==> src/rtl/dmem_arbiter.sv <==
// Two-port data-memory arbiter: round-robin CPU/loader arbitration with loader lock,
// read-data return routing after RD_LAT cycles, CPU stall and saturating conflict counter.
module dmem_arbiter #(
  parameter int unsigned ADDR_W = 14,
  parameter int unsigned DATA_W = 32,
  parameter int unsigned RD_LAT = 1,
  parameter int unsigned CNT_W  = 16
) (
  input  logic              clk,
  input  logic              rst,
  input  logic              req0,
  input  logic              we0,
  input  logic [ADDR_W-1:0] addr0,
  input  logic [DATA_W-1:0] wdata0,
  output logic              gnt0,
  output logic              stall0,
  output logic              rvalid0,
  output logic [DATA_W-1:0] rdata0,
  input  logic              req1,
  input  logic              we1,
  input  logic [ADDR_W-1:0] addr1,
  input  logic [DATA_W-1:0] wdata1,
  input  logic              lock1,
  output logic              gnt1,
  output logic              rvalid1,
  output logic [DATA_W-1:0] rdata1,
  output logic              mem_en,
  output logic              mem_we,
  output logic [ADDR_W-1:0] mem_addr,
  output logic [DATA_W-1:0] mem_wdata,
  input  logic [DATA_W-1:0] mem_rdata,
  output logic [CNT_W-1:0]  conflict_cnt
);

  logic              last_gnt_q, last_gnt_d;
  logic              lock_q, lock_d;
  logic [CNT_W-1:0]  cnt_q, cnt_d;
  logic [RD_LAT-1:0] pv_q, pv_d;   // per-stage read valid
  logic [RD_LAT-1:0] pp_q, pp_d;   // per-stage originating port
  logic              raw_gnt0, raw_gnt1;
  logic              out_valid;

  // Arbitration from registered state; a held lock shuts port 0 out completely.
  always_comb begin
    raw_gnt0 = 1'b0;
    raw_gnt1 = 1'b0;
    if (lock_q && lock1) begin
      raw_gnt1 = req1;
    end else if (req0 && req1) begin
      raw_gnt0 = last_gnt_q;
      raw_gnt1 = ~last_gnt_q;
    end else begin
      raw_gnt0 = req0;
      raw_gnt1 = req1;
    end
  end

  assign gnt0   = raw_gnt0 & ~rst;
  assign gnt1   = raw_gnt1 & ~rst;
  assign stall0 = req0 & ~gnt0;

  always_comb begin
    mem_en    = gnt0 | gnt1;
    mem_we    = 1'b0;
    mem_addr  = '0;
    mem_wdata = '0;
    if (gnt0) begin
      mem_we    = we0;
      mem_addr  = addr0;
      mem_wdata = wdata0;
    end else if (gnt1) begin
      mem_we    = we1;
      mem_addr  = addr1;
      mem_wdata = wdata1;
    end
  end

  always_comb begin
    last_gnt_d = last_gnt_q;
    if (gnt1) begin
      last_gnt_d = 1'b1;
    end else if (gnt0) begin
      last_gnt_d = 1'b0;
    end

    lock_d = lock_q;
    if (!lock1) begin
      lock_d = 1'b0;
    end else if (gnt1) begin
      lock_d = 1'b1;
    end

    cnt_d = cnt_q;
    if (req0 && req1 && (cnt_q != {CNT_W{1'b1}})) begin
      cnt_d = cnt_q + CNT_W'(1);
    end

    pv_d    = pv_q << 1;
    pp_d    = pp_q << 1;
    pv_d[0] = mem_en & ~mem_we;
    pp_d[0] = gnt1;
  end

  always_ff @(posedge clk) begin
    if (rst) begin
      last_gnt_q <= 1'b1;
      lock_q     <= 1'b0;
      cnt_q      <= '0;
      pv_q       <= '0;
      pp_q       <= '0;
    end else begin
      last_gnt_q <= last_gnt_d;
      lock_q     <= lock_d;
      cnt_q      <= cnt_d;
      pv_q       <= pv_d;
      pp_q       <= pp_d;
    end
  end

  assign out_valid    = pv_q[RD_LAT-1] & ~rst;
  assign rvalid0      = out_valid & ~pp_q[RD_LAT-1];
  assign rvalid1      = out_valid & pp_q[RD_LAT-1];
  assign rdata0       = rvalid0 ? mem_rdata : '0;
  assign rdata1       = rvalid1 ? mem_rdata : '0;
  assign conflict_cnt = cnt_q;

endmodule

==> config.mk <==
export PLATFORM = sky130hd
export DESIGN_NAME = dmem_arbiter
export DESIGN_NICKNAME = d
export VERILOG_FILES = /design/src/rtl/dmem_arbiter.sv
export SDC_FILE = /design/constraint.sdc
export NUM_CORES = 1
export LEC_CHECK = 0
export BUFFER_PORTS_ARGS = -buffer_cell sky130_fd_sc_hd__buf_2
export CAP_MARGIN = 25
export CELL_PAD_IN_SITES_DETAIL_PLACEMENT = 1
export CELL_PAD_IN_SITES_GLOBAL_PLACEMENT = 2
export CORE_UTILIZATION = 15
export CTS_CLUSTER_DIAMETER = 120
export DETAILED_ROUTE_END_ITERATION = 6
export PLACE_DENSITY = 0.95
export SLEW_MARGIN = 40
export SYNTH_ARGS = -nofsm -noshare
export SYNTH_HDL_FRONTEND = slang
export SYNTH_SLANG_ARGS = --single-unit
==> constraint.sdc <==
create_clock -name clk -period 5.4 [get_ports clk]
set_clock_uncertainty 0.05 [all_clocks]
set_input_delay 1.08 -clock clk [delete_from_list [all_inputs] [get_ports clk]]
set_output_delay 1.08 -clock clk [all_outputs]
set_load 0.1 [all_outputs]
# After elaboration in Yosys (flattened, before gate mapping)
# Cells that the tools add are included.
[word_totals] wordCells=38 register_bits=20 output_inout_bits=133 inputBits=131
[classes] addsub=1 n_mux=12 n_eq_ne=1 reduce_logical=5 bitwise_logic=14
[ops] operator="$mux 32" count=4
[ops] operator="$mux 14" count=2
[ops] operator="$add 16x1->16 const B" count=1
[ops] operator="$ne 16x16->1 const B" count=1
[ops] operator="$and 1x1->1" count=7
[ops] operator="$mux 1" count=6
[ops] operator="$not 1->1" count=6
[ops] operator="$reduce_or 2->1" count=2
[ops] operator="$logic_and 1x1->1" count=3
[ops] operator="$or 1x1->1" count=1

# Longest topological paths before layout
# Gate-level depths: netlist of the first run.
[depth] ltp_word=8 mapped_depth=5 ltp_nobuf=5

# Least setup slack after synthesis of the first run
# Ideal clock, no wire load.
[synth_path] path_kind="input -> output" startpoint="in req0" endpoint="out mem_addr[10]" arrival_time_ns=3.424 required_ns=4.270 n_path_buf=1 setup_slack_ns=0.846 stages=4 cell_sequence="a21boi_0 > a21oi_1 > clkbuf_1 > a22o_1"
[synth_via] elab_chain_cells=6 word_cells_on_any_way=9 classes_between="6 x mux; 2 x bitwise; 1 x reduce/logical"
[synth_lines] item="start, declared" line="11" rtl="input logic req0,"
[synth_lines] item="$logic_and 1x1->1" line="49" rtl="end else if (req0 && req1) begin"
[synth_lines] item="$mux 1" line="49"
[synth_lines] item="$mux 1" line="47" rtl="if (lock_q && lock1) begin"
[synth_lines] item="$and 1x1->1" line="59" rtl="assign gnt1 = raw_gnt1 & ~rst;"
[synth_lines] item="net gnt1" line="24" rtl="output logic gnt1,"
[synth_lines] item="$mux 14" line="71" rtl="end else if (gnt1) begin"
[synth_lines] item="$mux 14" line="67" rtl="if (gnt0) begin"
[synth_lines] item="end, declared" line="29" rtl="output logic [ADDR_W-1:0] mem_addr,"
# The timed path passes the listed nets, and every way through them passes these cells.

# Worst setup path in the final report of the first run
[layout_path] startpoint="in req0" endpoint="out mem_addr[0]"
[layout_via] elab_chain_cells=6 word_cells_on_any_way=9 classes_between="6 x mux; 2 x bitwise; 1 x reduce/logical"
[layout_lines] item="$logic_and 1x1->1" line="49"
[layout_lines] item="$mux 1" line="49"
[layout_lines] item="$mux 1" line="47"
[layout_lines] item="$and 1x1->1" line="59"
[layout_lines] item="$mux 14" line="71"
[layout_lines] item="$mux 14 *" line="67"
# Mark *: on every way between the ends. The rest lies on a longest branch, timed or not.

==> flow_summary_export.csv, run 1 <==
group,metric,value,unit
power,leakage,2.03,nW
synthesis,synthMuxAreaShare,6.55,%
routing,routedWlPerCell,14.7,um
setup_path,critical_path_class,"input pin to output pin",
die,io_pins,264,
cts,clock_sinks,20,
sta,slew_viol_final,0,
synthesis,yosysSeqAreaShare,19.8,%
cts,post-cts-setup-buffer-count,0,
setup_path,r2r_end,"conflict_cnt[15]$_SDFFE_PP0P_",
final_layout,seq_area,400,um^2
setup_path,cpMostUsedCell,"buf_2",
power,max-vdd-ir-drop,0.0971,mV
cts,post_cts_resized,0,
final_layout,multiInputGateArea,0.00156,mm^2
final_layout,final_nets,642,
cts,cts_root_buffer,"clkbuf_16",
synthesis,netlist_instances,259,
cts,clk_latency,0.26,ns
setup_path,cp.required,4.27,ns
final_layout,drive_gt1_share,57.3,%
synthesis,synth_area,0.00203,mm^2
sta,slew_headroom,53.8,%
setup_path,worst_setup_path_end_kind,"output pin",
sta,tightest_slew,0.687,ns
setup_path,reg2reg_depth,5,
hold_path,hold_start,"lock_q$_SDFFE_PP0N_",
routing,routed_wl,10000,um
sta,timing.final.crit_share,81.7,%
synthesis,synth_top_family_by_area,"simple AND/OR/NAND/NOR gates",
synthesis,yosys_warnings,0,
place,port_buffers,263,
setup_path,critPathMaxFanout,48,
cts,clk_pin_slew_worst_paths,0.05,ns
hold_path,hp-class,"flop to flop",
place,routabilityCongestion,0.847,
final_layout,fin_area,0.00360,mm^2
sta,rsz0062_at_grt,"false",
final_layout,diodes,0,
routing,vias,3028,
routing,first_iter_violations,77,
global_routing,grt_use_total,13.3,%
synthesis,synth-seq-cells,20,
setup_path,slowest_stage,"a21boi_0",
cts,clock_path_buffers,2,
cts,cts_made_buffers,3,
synthesis,ys_types,36,
routing,drc,0,
final_layout,syn_to_final_growth,77.6,%
place,dp_hpwl,8320,um
die,fp-row-count,42,
routing,via_per_inst,4.43,
setup_path,start_kind,"input pin",
global_routing,grt_start_max_net_pins,49,
global_routing,first_global_vias,2980,
sta,setup_tns,0,ns
sta,setup_viol,0,
die,dieHeight,118,um
synthesis,synth_xor_area_share,0,%
setup_path,path_cells,"buf_2, a21boi_0, nor3b_4, buf_4, a22o_1, buf_2",
sta,max_clock_freq,227,MHz
setup_path,r2r_start,"conflict_cnt[0]$_SDFFE_PP0P_",
die,core_area,0.0132,mm^2
routing,firstDrtPassIters,4,
die,die_area,0.0140,mm^2
flow_run,cap_violations,0,
sta,layout_min_cycle_time,4.41,ns
die,start_util,15.4,%
setup_path,arrival,3.28,ns
hold_path,hold_path_end,"lock_q$_SDFFE_PP0N_",
cts,cts_max_level,1,
setup_path,rrSetupSlack,3.29,ns
synthesis,synth_nets,391,
final_layout,nFillCells,1699,
status,status,"finished clean",
place,dp.cells,681,
hold_path,hold_depth,2,
synthesis,synthSimpleGateAreaFrac,41.5,%
cts,tritoncts,"yes",
place,placed_cell_area,0.00352,mm^2
global_routing,grt_pass1_wl,15200,um
sta,hold_violations,0,
die,die-width,118,um
power,p_per_area,212,mW/mm^2
final_layout,stdcell_count,684,
routing,drtAntennaViolNets,0,
global_routing,grt-ovfl-total,0,
synthesis,synthAdderAreaFrac,0.618,%
setup_path,slowest_delay,0.58,ns
synthesis,synth_compound_area_share,27.1,%
cts,hold_buffers,0,
global_routing,antenna_found_initial,0,
synthesis,avgSynthCellArea,7.82,um^2
## kinds of logic (layout without fill, tap and decap cells)
family / after synthesis / count (layout)
adder cells (fa/ha/maj): 1 / 1
multiplexers: 12 / 12
AND/OR/NAND/NOR: 137 / 137
AO/OA/AOI/OAI: 68 / 68
buffers and inverters: 21 / 270
flip-flops: 20 / 20
## per-layer routing
layer  part of all wire (%)  vias to the layer above  global-route usage, %  wire (um)
met4                   0.68                        0                   2.56         68
met5                      0                        -                      0          0
met3                    8.4                        5                   2.85        842
li1                       -                     1443                      -          -
met1                     40                     1415                   15.0       4040
met2                     51                      165                   25.4       5070
## cells in the mapped netlist
library cell | instances | area share, %
nor3_2 | 1 | 0.49
and2_1 | 66 | 20
nor4_1 | 1 | 0.31
inv_1 | 1 | 0.19
a211oi_1 | 3 | 1.1
a2111oi_2 | 1 | 0.74
or4_1 | 2 | 0.74
nor4_4 | 1 | 1.1
nand3_2 | 1 | 0.49
and3b_1 | 1 | 0.43
clkbuf_1 | 15 | 2.8
nor2_1 | 13 | 2.4
a21boi_0 | 1 | 0.37
nand2_1 | 10 | 1.9
ha_1 | 1 | 0.62
and4_1 | 3 | 1.3
nor2b_1 | 13 | 4.0
nand3_1 | 4 | 0.99
or3_1 | 1 | 0.31
nand2b_1 | 3 | 0.93
a2111oi_0 | 2 | 0.86
or3_4 | 1 | 0.56
and3_1 | 1 | 0.31
mux2_2 | 10 | 5.6
buf_4 | 2 | 0.74
dfxtp_1 | 20 | 20
nand4_1 | 7 | 2.2
nor3_1 | 2 | 0.49
or2_2 | 3 | 0.93
nor3b_2 | 1 | 0.62
nor3b_1 | 2 | 0.74
buf_2 | 3 | 0.74
mux2i_1 | 2 | 0.99
a22o_1 | 47 | 20
o31ai_1 | 2 | 0.74
a21oi_1 | 12 | 3.0
## critical path: cells and delay by family
kind            cells  cell delay (ns)
compound gates      2             0.83
simple gates        1             0.31
buf+inv             3             1.03
## worst max-delay path by stage
stage	slack, ns	endpoint	startpoint	cells after the start
6_report	0.99	mem_addr[0]	req0	6
2_1_floorplan	0.85	mem_addr[10]	req0	4
3_3_place_gp	1.12	mem_addr[0]	req0	6
4_1_cts	0.97	mem_addr[0]	req0	6
3_5_place_dp	0.98	mem_addr[0]	req0	6
5_1_grt	0.84	mem_wdata[25]	req0	6
## area by class of cell
class                      instances  share of cell area [%]
clock buffer                       3                    2.09
tap                              176                    6.12
multi-input combinational        218                    43.3
sequential                        20                    11.1
inverter                           1                   0.104
timing repair buffer             266                    37.2
## placed cells by master (no fill, tap or decap), drive strengths merged, types with 3 or more instances in the layout
cell     instances
a2111oi          3
a211oi           3
a21oi           12
a22o            47
and2            66
and4             3
buf            266
clkbuf           3
dfxtp           20
mux2            10
nand2           10
nand2b           3
nand3            5
nand4            7
nor2            13
nor2b           13
nor3             3
nor3b            3
or2              3
## sequential cells by signal, summed over array words and instances, names as in the netlist
| name | cells |
|---|---|
| conflict_cnt | 16 |
| last_gnt_q | 1 |
| lock_q | 1 |
| pp_q | 1 |
| pv_q | 1 |
## through the flow
| step | setup slack [ns] | util, % | total power (W) | hold slack (ns) |
|---|---|---|---|---|
| after floorplan | 0.846 | - | 0.000510 | 0.421 |
| after global placement | 1.12 | 26.7 | 0.000607 | 0.452 |
| after detailed placement | 0.982 | 26.7 | 0.000613 | 0.458 |
| after CTS | 0.971 | 27.3 | 0.000770 | 0.466 |
| after global routing | 0.839 | 27.3 | 0.000790 | 0.509 |
| final | 0.990 | 27.3 | 0.000762 | 0.466 |
## power breakdown
part | total, W | switching [W] | internal (W)
Clock | 0.000154 | 0.0000567 | 0.0000978
Combinational | 0.000454 | 0.000362 | 0.0000911
Sequential | 0.000154 | 0.00000358 | 0.000151
Note: power is estimated with default switching activity, not from simulation.
==> run 2, diff against run 1 <==
CORE_UTILIZATION = 14   (was 15)
PLACE_DENSITY = 0.9   (was 0.95)
clock period = 4.2 ns   (was 5.4 ns; I/O delays follow)
==> run 2 against run 1 <==
Clock power rose by 44%. Critical path depth is the same. Design area grew 15%. Utilization rose by 2.4 points. Worst setup slack got worse by 0.47 ns. First-iteration DRC count rose by 13%. Worst hold slack better by 0.011 ns. Critical path type unchanged. Critical endpoint is now mem_wdata[17]. Largest cell class is now non-clock buffers. Largest power group unchanged.
==> flow_summary_export.csv, run 2 (synthesis results as in run 1) <==
group,metric,value,unit
status,status,"finished clean",
cts,clock_path_buffers,2,
routing,routed_wl,10600,um
place,port_buffers,263,
final_layout,diodes,0,
final_layout,final_nets,647,
routing,drc,0,
global_routing,grt_use_total,12.8,%
final_layout,drive_gt1_share,57.6,%
final_layout,largest_reg_flops,16,
power,max-vdd-ir-drop,0.143,mV
sta,tightest_slew,0.710,ns
setup_path,rrSetupSlack,2.08,ns
routing,via_per_inst,4.45,
cts,post-cts-setup-buffer-count,0,
cts,cts_made_buffers,3,
setup_path,critical_path_class,"input pin to output pin",
sta,setup_tns,0,ns
cts,post_cts_resized,0,
power,leakage,2.19,nW
sta,rsz0062_at_grt,"false",
die,dieHeight,122,um
die,die_area,0.0150,mm^2
routing,firstDrtPassIters,4,
flow_run,cap_violations,0,
global_routing,grt_start_max_net_pins,51,
cts,cts_root_buffer,"clkbuf_16",
place,routabilityCongestion,0.885,
final_layout,layout_common_cells,"231 x buf_2, 66 x and2_1, 47 x a22o_1",
place,dp_hpwl,8940,um
routing,routedWlPerCell,15.3,um
global_routing,first_global_vias,3063,
sta,slew_headroom,52.3,%
die,core_area,0.0140,mm^2
routing,drtAntennaViolNets,0,
setup_path,arrival,2.79,ns
cts,cts_max_level,1,
power,p_per_area,263,mW/mm^2
setup_path,worst_setup_path_end_kind,"output pin",
cts,clock_sinks,20,
final_layout,fin_area,0.00415,mm^2
global_routing,antenna_found_initial,0,
setup_path,critPathMaxFanout,50,
sta,max_clock_freq,272,MHz
final_layout,mostFrequentLayoutCell,"buf_2",
routing,vias,3087,
cts,clk_latency,0.26,ns
die,start_util,14.5,%
final_layout,syn_to_final_growth,105,%
setup_path,start_kind,"input pin",
global_routing,grt-ovfl-total,0,
cts,clk_pin_slew_worst_paths,0.06,ns
sta,setup_viol,0,
hold_path,hp-class,"flop to flop",
cts,hold_buffers,0,
sta,layout_min_cycle_time,3.68,ns
sta,hold_violations,0,
die,io_pins,264,
routing,first_iter_violations,87,
die,die-width,122,um
die,fp-row-count,43,
setup_path,cp.required,3.31,ns
place,placed_cell_area,0.00406,mm^2
global_routing,grt_pass1_wl,15200,um
cts,tritoncts,"yes",
sta,timing.final.crit_share,87.6,%
sta,slew_viol_final,0,
-- run 2: where the power goes --
group	internal, W	switching (W)
Sequential	0.000194	0.00000475
Clock	0.000145	0.0000761
Combinational	0.000189	0.000481
Total	0.000528	0.000561
-- run 2: worst max-delay path, stage by stage --
cell	delay, ns
buf_2	0.14
a21boi_0	0.60
nor3b_4	0.33
buf_12	0.25
a22o_1	0.18
buf_2	0.42
-- run 2: final cells by class --
type / count / area (um^2)
Timing Repair Buffer: 271 / 1870
Clock buffer: 4 / 88.8
Sequential cell: 20 / 400
Fill cell: 1713 / 9840
Inverter: 1 / 3.75
Multi-Input combinational cell: 218 / 1560
Tap cell: 180 / 225
-- run 2: routing by layer --
metal  vias to the layer above  track usage [%]  share of wire, %
li1                       1452                -                 -
met1                      1453             13.3                36
met2                       171             26.3                55
met3                        11             1.67               7.8
met4                         0             3.13               1.6
met5                         -                0                 0
-- run 2: path summary, 6_finish.rpt --
check / start / endpoint / cells past startpoint
max: req0 / mem_wdata[17] / 6
max reg2reg: conflict_cnt[0]$_SDFFE_PP0P_ / conflict_cnt[15]$_SDFFE_PP0P_ / 5
min reg2reg: lock_q$_SDFFE_PP0N_ / lock_q$_SDFFE_PP0N_ / 2
min: lock_q$_SDFFE_PP0N_ / lock_q$_SDFFE_PP0N_ / 2
-- run 2: per-stage QoR --
step	cells	util [%]	worst slack [ns]	hold WS [ns]	power, W
2_1_floorplan	259	-	0.126	0.421	0.000655
3_3_place_gp	690	29.0	0.680	0.455	0.000868
3_5_place_dp	690	29.0	0.542	0.475	0.000876
4_1_cts	694	29.6	0.512	0.484	0.00110
5_1_grt	694	29.6	0.438	0.514	0.00113
6_report	694	29.6	0.522	0.477	0.00109
==> run 3, diff against run 2 <==
ABC_AREA = 1   (was unset)
BUFFER_PORTS_ARGS = -buffer_cell sky130_fd_sc_hd__buf_4   (was -buffer_cell sky130_fd_sc_hd__buf_2)
CORE_UTILIZATION = 12   (was 14)
PLACE_DENSITY = 0.86   (was 0.9)
==> run 3 against run 2 <==
Routed wire length up 2.7%. Critical path depth up 1. Final cell count up 16%. Synthesized cell count up 29%. Sequential share of layout area down 0.67 points. Die area up 14%. Fmax up 14%.
==> flow_summary_export.csv, run 3 <==
group,metric,value,unit
synthesis,synth.most_common_cell,"nor2_1",
flow_run,cap_violations,0,
cts,clk_pin_slew_worst_paths,0.06,ns
final_layout,diodes,0,
global_routing,grt-ovfl-total,0,
place,placed_cell_area,0.00437,mm^2
place,place_ws,0.955,ns
global_routing,antenna_found_initial,0,
synthesis,synth_enable_flop_cells,0,
final_layout,final_nets,719,
synthesis,async_flop_share,0,%
cts,clk_latency,0.25,ns
synthesis,synth_area,0.00199,mm^2
synthesis,synth_area_leaders,"a22o_1 20%, dfxtp_1 20%, nor2_1 16%",
sta,tightest_slew,0.537,ns
final_layout,syn_to_final_growth,124,%
die,io_pins,264,
global_routing,grt_pass1_wl,15200,um
sta,max_clock_freq,309,MHz
die,die-width,131,um
die,core_area,0.0160,mm^2
die,dieHeight,131,um
cts,post-cts-setup-buffer-count,0,
sta,timing.final.crit_share,77.0,%
sta,hold_violations,0,
final_layout,fin_area,0.00445,mm^2
routing,routed_wl,10900,um
routing,routedWlPerCell,13.6,um
setup_path,worst_setup_path_end_kind,"output pin",
sta,rsz0062_at_grt,"false",
sta,slew_viol_final,0,
place,routabilityCongestion,0.738,
synthesis,ys_types,22,
power,p_per_area,247,mW/mm^2
power,total_power,0.00110,W
global_routing,grt_use_total,11.4,%
power,leakage,2.29,nW
routing,vias,3171,
setup_path,start_kind,"input pin",
global_routing,grt_start_max_net_pins,50,
die,start_util,12.4,%
hold_path,hp-class,"flop to flop",
place,port_buffers,263,
synthesis,synth.top_cell.area_share,20.3,%
setup_path,critical_path_class,"input pin to output pin",
cts,clock_path_buffers,2,
sta,whs,0.411,ns
final_layout,mostFrequentLayoutCell,"buf_4",
synthesis,synthFlopType,"dfxtp_1",
synthesis,yosysSeqAreaShare,20.1,%
power,max-vdd-ir-drop,0.151,mV
routing,via_per_inst,3.95,
die,die_area,0.0171,mm^2
synthesis,synth-seq-cells,20,
synthesis,yosysTopAreaCell,"a22o_1",
global_routing,first_global_vias,2956,
routing,first_iter_violations,74,
setup_path,critPathMaxFanout,38,
final_layout,drive_gt1_share,59.6,%
routing,drc,0,
status,status,"finished clean",
setup_path,cp.required,3.31,ns
final_layout,largest_reg_flops,16,
cts,clock_sinks,20,
final_layout,layout_common_cells,"265 x buf_4, 69 x nor2_2, 53 x nand2_1",
synthesis,synth_nets,466,
routing,drtAntennaViolNets,0,
synthesis,ys_top_cells_by_count,"87 x nor2_1, 53 x nand2_1, 52 x inv_1",
synthesis,yosys_warnings,0,
synthesis,avgSynthCellArea,5.95,um^2
cts,cts_made_buffers,3,
cts,post_cts_resized,0,
sta,setup_viol,0,
die,fp-row-count,46,
cts,hold_buffers,0,
cts,cts_root_buffer,"clkbuf_16",
place,dp_hpwl,9140,um
routing,firstDrtPassIters,4,
sta,slew_headroom,64.2,%
sta,setup_slack,0.965,ns
final_layout,utilization,27.8,%
sta,layout_min_cycle_time,3.23,ns
setup_path,arrival,2.34,ns
cts,tritoncts,"yes",
cts,cts_max_level,1,
synthesis,netlist_instances,334,
[run 3: cell types whose count changed in the layout (fill, tap and decap cells not counted), sizes merged, moves of 7 or more]
cell   delta
nand3     +7
mux2     -10
nor2     +82
nor2b    -13
and2     -66
inv      +51
nand2    +45
[run 3: metal layers]
layer / vias up / wire length [um] / GRT usage (%)
met1: 1442 / 4580 / 14.4
met3: 2 / 978 / 2.77
met2: 149 / 5310 / 20.0
li1: 1578 / - / -
met4: 0 / 40 / 1.42
met5: - / 0 / 0
[run 3: logic make-up (layout without fill, tap and decap cells)]
group           Yosys count  after routing  synth area share [%]
xor+xnor                  7              7                  3.08
buf+inv                  71            323                  15.1
simple gates            170            170                  35.4
flops                    20             20                  20.1
fa+ha+maj                 1              1                 0.629
compound gates           65             65                  25.6
[run 3: critical path: stages]
cell and delay (ns):
buf_4 0.11, a21oi_1 0.18, o21ai_1 0.13, nor2_4 0.31
buf_12 0.26, a22o_1 0.20, buf_4 0.30
[run 3: final timing paths]
check | from | to | slack (ns) | cells after the start
setup / recovery | lock1 | mem_wdata[30] | 0.97 | 7
hold / removal | lock_q$_SDFFE_PP0N_ | lock_q$_SDFFE_PP0N_ | 0.41 | 2
setup reg to reg | conflict_cnt[0]$_SDFFE_PP0P_ | conflict_cnt[9]$_SDFFE_PP0P_ | 2.35 | 7
hold reg to reg | lock_q$_SDFFE_PP0N_ | lock_q$_SDFFE_PP0N_ | 0.41 | 2
[run 3: cell type report]
cell class	count	area, um^2
sequential	20	400
inverter	52	195
multi-input combinational	243	1470
clock buffer	4	88.8
timing repair buffer	267	2030
fill	2058	11500
tap	216	270
[run 3: power by group]
| part | total (W) | switching, W | internal [W] |
|---|---|---|---|
| Clock | 0.000221 | 0.0000753 | 0.000145 |
| Sequential | 0.000197 | 0.00000359 | 0.000194 |
| Combinational | 0.000681 | 0.000500 | 0.000181 |
| Total | 0.00110 | 0.000579 | 0.000520 |
[run 3: metrics by stage]
step / instances / setup TNS [ns]
finish: 802 / 0
global route: 802 / 0
CTS: 802 / 0
detailed placement: 798 / 0
global placement: 798 / 0
floorplan: 334 / -21.01
